$ cat src/rtl/bip_pkg.sv
// Shared BIP-I definitions: opcodes, mux encodings, control states and instruction fields.
package bip_pkg;

  localparam int unsigned OPCODE_W    = 5;
  localparam int unsigned OPCODE_MSB  = 15;
  localparam int unsigned OPCODE_LSB  = 11;
  localparam int unsigned OPERAND_MSB = 10;
  localparam int unsigned OPERAND_LSB = 0;

  localparam logic [OPCODE_W-1:0] OP_HLT  = 5'b00000;
  localparam logic [OPCODE_W-1:0] OP_STO  = 5'b00001;
  localparam logic [OPCODE_W-1:0] OP_LD   = 5'b00010;
  localparam logic [OPCODE_W-1:0] OP_LDI  = 5'b00011;
  localparam logic [OPCODE_W-1:0] OP_ADD  = 5'b00100;
  localparam logic [OPCODE_W-1:0] OP_ADDI = 5'b00101;
  localparam logic [OPCODE_W-1:0] OP_SUB  = 5'b00110;
  localparam logic [OPCODE_W-1:0] OP_SUBI = 5'b00111;

  localparam logic [1:0] SELA_MEM = 2'b00;
  localparam logic [1:0] SELA_IMM = 2'b01;
  localparam logic [1:0] SELA_ALU = 2'b10;

  localparam logic SELB_MEM = 1'b0;
  localparam logic SELB_IMM = 1'b1;

  typedef enum logic [1:0] {
    ST_IDLE   = 2'b00,
    ST_RUN    = 2'b01,
    ST_HALTED = 2'b10
  } state_t;

endpackage

$ cat src/rtl/bip_instr_decoder.sv
// Combinational opcode decoder: datapath selects and memory strobes, all forced low outside RUN.
module bip_instr_decoder
  import bip_pkg::*;
(
  input  logic [OPCODE_W-1:0] i_opcode,
  input  logic                i_run,
  output logic [1:0]          o_selA,
  output logic                o_selB,
  output logic                o_wrACC,
  output logic                o_wrRAM,
  output logic                o_rdRAM,
  output logic                o_is_halt,
  output logic                o_is_illegal
);

  always_comb begin
    o_selA       = SELA_MEM;
    o_selB       = SELB_MEM;
    o_wrACC      = 1'b0;
    o_wrRAM      = 1'b0;
    o_rdRAM      = 1'b0;
    o_is_halt    = 1'b0;
    o_is_illegal = 1'b0;
    if (i_run) begin
      case (i_opcode)
        OP_HLT: o_is_halt = 1'b1;
        OP_STO: o_wrRAM = 1'b1;
        OP_LD: begin
          o_rdRAM = 1'b1;
          o_selA  = SELA_MEM;
          o_wrACC = 1'b1;
        end
        OP_LDI: begin
          o_selA  = SELA_IMM;
          o_wrACC = 1'b1;
        end
        OP_ADD, OP_SUB: begin
          o_rdRAM = 1'b1;
          o_selB  = SELB_MEM;
          o_selA  = SELA_ALU;
          o_wrACC = 1'b1;
        end
        OP_ADDI, OP_SUBI: begin
          o_selB  = SELB_IMM;
          o_selA  = SELA_ALU;
          o_wrACC = 1'b1;
        end
        // Undefined opcodes execute as NOP and are only flagged.
        default: o_is_illegal = 1'b1;
      endcase
    end
  end

endmodule

$ cat src/rtl/bip_control.sv
// BIP-I control unit: program counter, IDLE/RUN/HALTED sequencing and the RUN cycle counter.
module bip_control
  import bip_pkg::*;
#(
  parameter int unsigned PC_LENGTH        = 11,
  parameter int unsigned INSTR_LENGTH     = 16,
  parameter int unsigned OPCODE_LENGTH    = 5,
  parameter int unsigned OPERANDO_LENGTH  = 11,
  parameter int unsigned CYCLE_CNT_LENGTH = 32
) (
  input  logic                        i_clock,
  input  logic                        i_reset,
  input  logic                        i_start,
  input  logic [INSTR_LENGTH-1:0]     i_instruction,
  output logic [PC_LENGTH-1:0]        o_pc,
  output logic [1:0]                  o_selA,
  output logic                        o_selB,
  output logic                        o_wrACC,
  output logic [OPCODE_LENGTH-1:0]    o_opcode,
  output logic [OPERANDO_LENGTH-1:0]  o_operando,
  output logic                        o_wrRAM,
  output logic                        o_rdRAM,
  output logic                        o_done,
  output logic                        o_illegal,
  output logic [CYCLE_CNT_LENGTH-1:0] o_cycle_count
);

  state_t                      r_state;
  logic [PC_LENGTH-1:0]        r_pc;
  logic [CYCLE_CNT_LENGTH-1:0] r_cycle_count;
  logic                        r_illegal;
  logic                        r_done;

  logic w_run;
  logic w_is_halt;
  logic w_is_illegal;

  assign w_run      = (r_state == ST_RUN);
  assign o_opcode   = i_instruction[INSTR_LENGTH-1 -: OPCODE_LENGTH];
  assign o_operando = i_instruction[OPERANDO_LENGTH-1:0];

  bip_instr_decoder u_decoder (
    .i_opcode     (o_opcode),
    .i_run        (w_run),
    .o_selA       (o_selA),
    .o_selB       (o_selB),
    .o_wrACC      (o_wrACC),
    .o_wrRAM      (o_wrRAM),
    .o_rdRAM      (o_rdRAM),
    .o_is_halt    (w_is_halt),
    .o_is_illegal (w_is_illegal)
  );

  always_ff @(posedge i_clock) begin
    if (!i_reset) begin
      r_state       <= ST_IDLE;
      r_pc          <= '0;
      r_cycle_count <= '0;
      r_illegal     <= 1'b0;
      r_done        <= 1'b0;
    end else begin
      case (r_state)
        ST_IDLE: begin
          if (i_start) r_state <= ST_RUN;
        end
        ST_RUN: begin
          // Saturate rather than wrap so long runs never read as short ones.
          if (r_cycle_count != '1) r_cycle_count <= r_cycle_count + 1'b1;
          if (w_is_illegal) r_illegal <= 1'b1;
          if (w_is_halt) begin
            r_state <= ST_HALTED;
            r_done  <= 1'b1;
          end else begin
            r_pc <= r_pc + 1'b1;
          end
        end
        ST_HALTED: begin
          if (i_start) begin
            r_state       <= ST_RUN;
            r_pc          <= '0;
            r_cycle_count <= '0;
            r_illegal     <= 1'b0;
            r_done        <= 1'b0;
          end
        end
        default: r_state <= ST_IDLE;
      endcase
    end
  end

  assign o_pc          = r_pc;
  assign o_cycle_count = r_cycle_count;
  assign o_illegal     = r_illegal;
  assign o_done        = r_done;

endmodule

$ cat config.mk
export PLATFORM = sky130hd
export DESIGN_NAME = bip_control
export DESIGN_NICKNAME = d
export VERILOG_FILES = /design/src/rtl/bip_pkg.sv /design/src/rtl/bip_instr_decoder.sv /design/src/rtl/bip_control.sv
export SDC_FILE = /design/constraint.sdc
export NUM_CORES = 1
export LEC_CHECK = 0
export CAP_MARGIN = 20
export CORE_UTILIZATION = 48
export CTS_BUF_LIST = sky130_fd_sc_hd__clkbuf_8
export DETAILED_ROUTE_END_ITERATION = 16
export HOLD_SLACK_MARGIN = 0.02
export PLACE_DENSITY_LB_ADDON = 0.2
export RECOVER_POWER = 25
export SLEW_MARGIN = 20
export SYNTH_ARGS = -nofsm -noshare
export SYNTH_HDL_FRONTEND = slang
export SYNTH_SLANG_ARGS = --single-unit
$ cat constraint.sdc
create_clock -name i_clock -period 2.8 [get_ports i_clock]
set_clock_uncertainty 0.15 [all_clocks]
set_input_delay 0.84 -clock i_clock [delete_from_list [all_inputs] [get_ports i_clock]]
set_output_delay 0.84 -clock i_clock [all_outputs]
set_load 0.02 [all_outputs]
=== Word-level counts from Yosys, hierarchy flattened ===
Cells that the tools add are included.

* Output and inout bits: 67
* Bits in read-only memories: 0
* Input bits: 19
* Bits in latches: 0
* Register bits after elaboration: 47
* Bits in writable memories: 0
* Memories kept: 0
* Logic and storage cells: 65

* $lt $le $gt $ge: 0
* Multiply operators: 0
* Divide/modulo/power cells: 0
* Shift-type cells: 0
* Add/sub/neg operators: 2
* Mux-type cells: 28
* Reduce and logical (&&, ||, !) cells: 14
* Bitwise logic cells: 0
* Equal/unequal tests: 16

{| class="wikitable"
|+ Operators by type and width
! operator !! number
|-
| 2-to-1 mux 32 bit || 2
|-
| case mux 32 bit (2 select lines) || 1
|-
| adder 32 x 1 -> 32 bit (second input constant) || 1
|-
| != test 32 bit (second input constant) || 1
|-
| 2-to-1 mux 11 bit || 2
|-
| case mux 11 bit (2 select lines) || 1
|-
| equality test 5 x 3 -> 1 bit (second input constant) || 4
|-
| 2-to-1 mux 1 bit || 15
|-
| AND reduction 3 bit || 4
|-
| adder 11 x 1 -> 11 bit (second input constant) || 1
|-
| equality test 5 x 2 -> 1 bit (second input constant) || 2
|-
| != test 2 bit (second input constant) || 5
|-
| case mux 2 bit (2 select lines) || 2
|-
| OR reduction 8 bit || 1
|-
| 2-to-1 mux 2 bit || 3
|-
| OR reduction 6 bit || 1
|-
| equality test 5 x 1 -> 1 bit (second input constant) || 1
|-
| logical NOT 5 bit || 1
|-
| case mux 1 bit (2 select lines) || 2
|-
| OR reduction 2 bit || 2
|-
| OR reduction 4 bit || 1
|-
| OR reduction 3 bit || 1
|-
| equality test 2 x 1 -> 1 bit (second input constant) || 1
|-
| equality test 2 bit (second input constant) || 1
|-
| 4 further kinds || 4
|}

=== Depth between registers and ports, before layout ===
Gate-level depths: netlist of the first run.

* Depth in word-level cells: 6
* Mapped depth: 8
* Mapped depth without buffers: 6

=== Hierarchy ===
Synthesis of the first run repeated with hierarchy kept, for this count alone.

* Cells, all modules: 315
* Area, all modules: 2,816.5 µm²

{| class="wikitable"
|+ By module, submodules not included
! module !! times used !! area each (µm²) !! sequential area each (µm²) !! cells each
|-
| bip_control || 1 || 2,733.9 || 940.9 || 301
|-
| bip_instr_decoder || 1 || 82.6 || 0.0 || 14
|}

=== Least setup slack after synthesis of the first run ===
No wires, ideal clock.

* Path type: input to output
* Start: in i_instruction[14]
* End: out o_rdRAM
* Stages: 3
* Data required time: 1.810 ns
* Buffers on the path: 0
* Arrival: 1.832 ns
* Path slack: -0.022 ns
* Cell sequence: nor3_1 -> o21a_1 -> nor2b_1

* Word-level cells in the longest chain between the ends: 4
* Elaborated cells on any way between the ends: 6
* Those cells by class: eq/ne: 3; mux: 2; reduce/logical: 1

{| class="wikitable"
|+ RTL lines
! item !! line !! text
|-
| start, declared || bip_control.sv:14 || <nowiki>input logic [INSTR_LENGTH-1:0] i_instruction,</nowiki>
|-
| equality test 5 x 2 -> 1 bit or equality test 5 x 3 -> 1 bit (tied branches) || bip_instr_decoder.sv:25 || <nowiki>case (i_opcode)</nowiki>
|-
| OR reduction 3 bit (no line) * || - ||
|-
| 2-to-1 mux 1 bit * || bip_instr_decoder.sv:25 ||
|-
| 2-to-1 mux 1 bit * || bip_instr_decoder.sv:24 || <nowiki>if (i_run) begin</nowiki>
|-
| end, declared || bip_control.sv:22 || <nowiki>output logic o_rdRAM,</nowiki>
|}

Mark *: on every way between the ends. The rest lies on a longest branch, timed or not.

=== Final worst setup path of the first run ===
* Start: in i_instruction[13]
* End: out o_opcode[2]

{| class="wikitable"
|+ RTL lines
! item !! line !! text
|-
| end, declared || bip_control.sv:19 || <nowiki>output logic [OPCODE_LENGTH-1:0] o_opcode,</nowiki>
|}

No word-level cell between the ends.

==> results.ini, run 1 <==
[pwr]
total_power_w=0.00125
p_per_area_nw_per_um2=351
vdd_drop_max_mv=0.245
power.static_leakage_nw=1.26

[synthesis]
ys_seq_elements=47
yosysWarnings=0
synthFlopType=dfxtp_1
ys_seq_area_frac=0.341
syn-num-nets=374
synth_edf_count=0
async_reset_ff_frac=0
netlist_instances=353
avgSynthCellArea_sq_um=7.81
syn_area_sq_um=2760
synthDistinctLibCells=52

[setup_path]
critPathArrivalTime_ns=1.77
start_kind=input port
cp-end-kind=output port
rrSetupSlack_ns=0.32
reg2reg_depth=7
crit_fanout=6
critPathKind=input port to output port
worstPathRequired_ns=1.81

[sta]
finalWorstSetupSlack_ns=0.0420
drv_slew=0
hold_viol_final=0
slew_headroom=0.548
hold_slack_ns=0.339
setup_viol=0
fin_crit_sh=0.985
rsz0062_at_grt=false
fmax_mhz=363
period_minus_slack_ns=2.76
worst_slew_pin_slew_ns=0.672

[global_route]
grt_pass1_wl_mm=12.0
grt-ovfl-total=0
track_usage=0.246
antenna_found_initial=0
grt_pass1_vias=2559
grt-busiest-layer=met2
gr-usage-met3=0.0471
use_met2=0.412
grt_start_max_net_pins=28
use_met1=0.317

[detailed_routing]
wl_mm=7.20
drt-initial-drc-count=124
firstDrtPassIters=5
routedWlPerCell_microns=14.7
via_per_inst=5.87
remaining_drc_errors=0
num_vias=2876
ant_nets=0

[clock_tree]
cts_made_buffers=5
cts_hold_buf=0
clk_pin_slew_worst_paths_ns=0.08
clock_sinks=47
cts_tree=yes
clock_latency_ns=0.30
htreeDepth=2
clock_path_buffers=2
cts-root-buf=clkbuf_8

[finish]
area_growth_pct=29.4
nNetsFinal=438
mostFrequentLayoutCells=dfxtp_1, clkdlybuf4s50_1, nor2_1, a21oi_1, o21ai_0
n_antenna_cell=0
drive_gt1_frac=0.134
final_common_cell=dfxtp_1

[floorplanning]
die_h_microns=77.8
core_area_sq_um=5510
fp.dieW_microns=77.8
placementRows=27
die-area_sq_um=6050
floorplan.initialDensity=0.501
ios=86

[placed_design]
place_ws_ns=-0.665
place.gp.congestion=0.829
place.port_buffers=63
dp.final_hpwl_mm=5.20

[job]
max_cap_viol_count=0

[run_status]
status=finished, final reports clean

[hold_path]
hold_path_class=flip-flop to flip-flop
worstHoldPathCells=2

-- path summary, 6_finish.rpt --
check | start | endpoint
min reg2reg | o_illegal$_SDFFE_PN0P_ | o_illegal$_SDFFE_PN0P_
min | o_illegal$_SDFFE_PN0P_ | o_illegal$_SDFFE_PN0P_
max | i_instruction[13] | o_opcode[2]
max reg2reg | o_cycle_count[0]$_SDFFE_PN0P_ | o_cycle_count[23]$_SDFFE_PN0P_
-- sequential cells by signal, indices dropped and copies added (netlist names) --
register,count
o_pc,11
o_illegal,1
o_cycle_count,32
r_state,2
o_done,1
-- stage by stage --
step	util	instance area (sq um)	std cells	setup TNS, ns
detailed placement	0.631	3470	480	-6.29
global route	0.648	3570	490	0
floorplan	-	2760	353	0
finish	0.648	3570	490	0
global placement	0.631	3470	480	-5.53
CTS	0.644	3550	489	-0.00482
-- cells by family after synthesis --
logic type / after synthesis / share of synthesized area
AND/OR/NAND/NOR: 142 / 0.283
adder cells (fa/ha/maj): 2 / 0.00908
XOR/XNOR: 10 / 0.0318
multiplexers: 6 / 0.0222
AO/OA/AOI/OAI: 107 / 0.232
flip-flops: 47 / 0.341
buffers and inverters: 39 / 0.0808
-- layout make-up --
cell class	instances	area, sq um
Inverter	6	22.5
Multi-Input combinational cell	267	1610
Clock inverter	3	16.3
Tap cell	72	90.1
Sequential cell	47	941
Timing Repair Buffer	90	816
Clock buffer	5	68.8
Fill cell	492	1940
-- power by group --
group | leakage, nW | switching [W] | internal [W] | total (W)
clock network | 0.0453 | 0.000232 | 0.000171 | 0.000403
logic | 0.839 | 0.0000928 | 0.0000704 | 0.000163
registers | 0.379 | 0.00000866 | 0.000676 | 0.000685
total | 1.26 | 0.000333 | 0.000918 | 0.00125
-- timing repair --
| item | in CTS | in global routing |
|---|---|---|
| pin swaps | 1 | 2 |
| setup endpoints to repair | 11 | 8 |
| resized for setup | 34 | 10 |
| buffers inserted | 1 | 1 |
-- layer usage --
| metal | up-vias | wire (microns) |
|---|---|---|
| met5 | - | 0 |
| met4 | 0 | 100 |
| met3 | 13 | 461 |
| met2 | 101 | 3370 |
| met1 | 1343 | 3260 |
| li1 | 1419 | - |
-- critical path: stages --
cell	delay (ns)
clkdlybuf4s50_1	0.48
buf_4	0.14
clkdlybuf4s15_1	0.30
-- Yosys cell counts (5+ instances only) --
master    instances  area share
xnor2_1          10       0.032
dfxtp_1          47        0.34
nor3_1            7       0.013
mux2i_1           5       0.018
clkbuf_1          9       0.012
nor2_1           35       0.048
nor2b_1           6       0.014
nand3_1          15       0.027
buf_4            16       0.044
o211ai_1          6       0.016
a211oi_1          5       0.014
buf_2             6       0.011
a31oi_1          14       0.032
o21ai_0          30       0.054
nand4_1          11       0.025
a21oi_1          33       0.060
and3_1           13       0.030
nand4b_1          5       0.016
nand2_1          23       0.031
(Power assumes the default switching activity.)
==> run 2: changes to the inputs <==
ABC_CLOCK_PERIOD_IN_PS = 2800   (was default)
==> results of run 2 <==
Same layout as run 1: the final DEF is identical, and so are final timing and power.
==> run 3: changes to the inputs <==
CAP_MARGIN = 15   (was 20)
==> results of run 3 <==
Same layout as run 1: the final DEF is identical, and so are final timing and power.
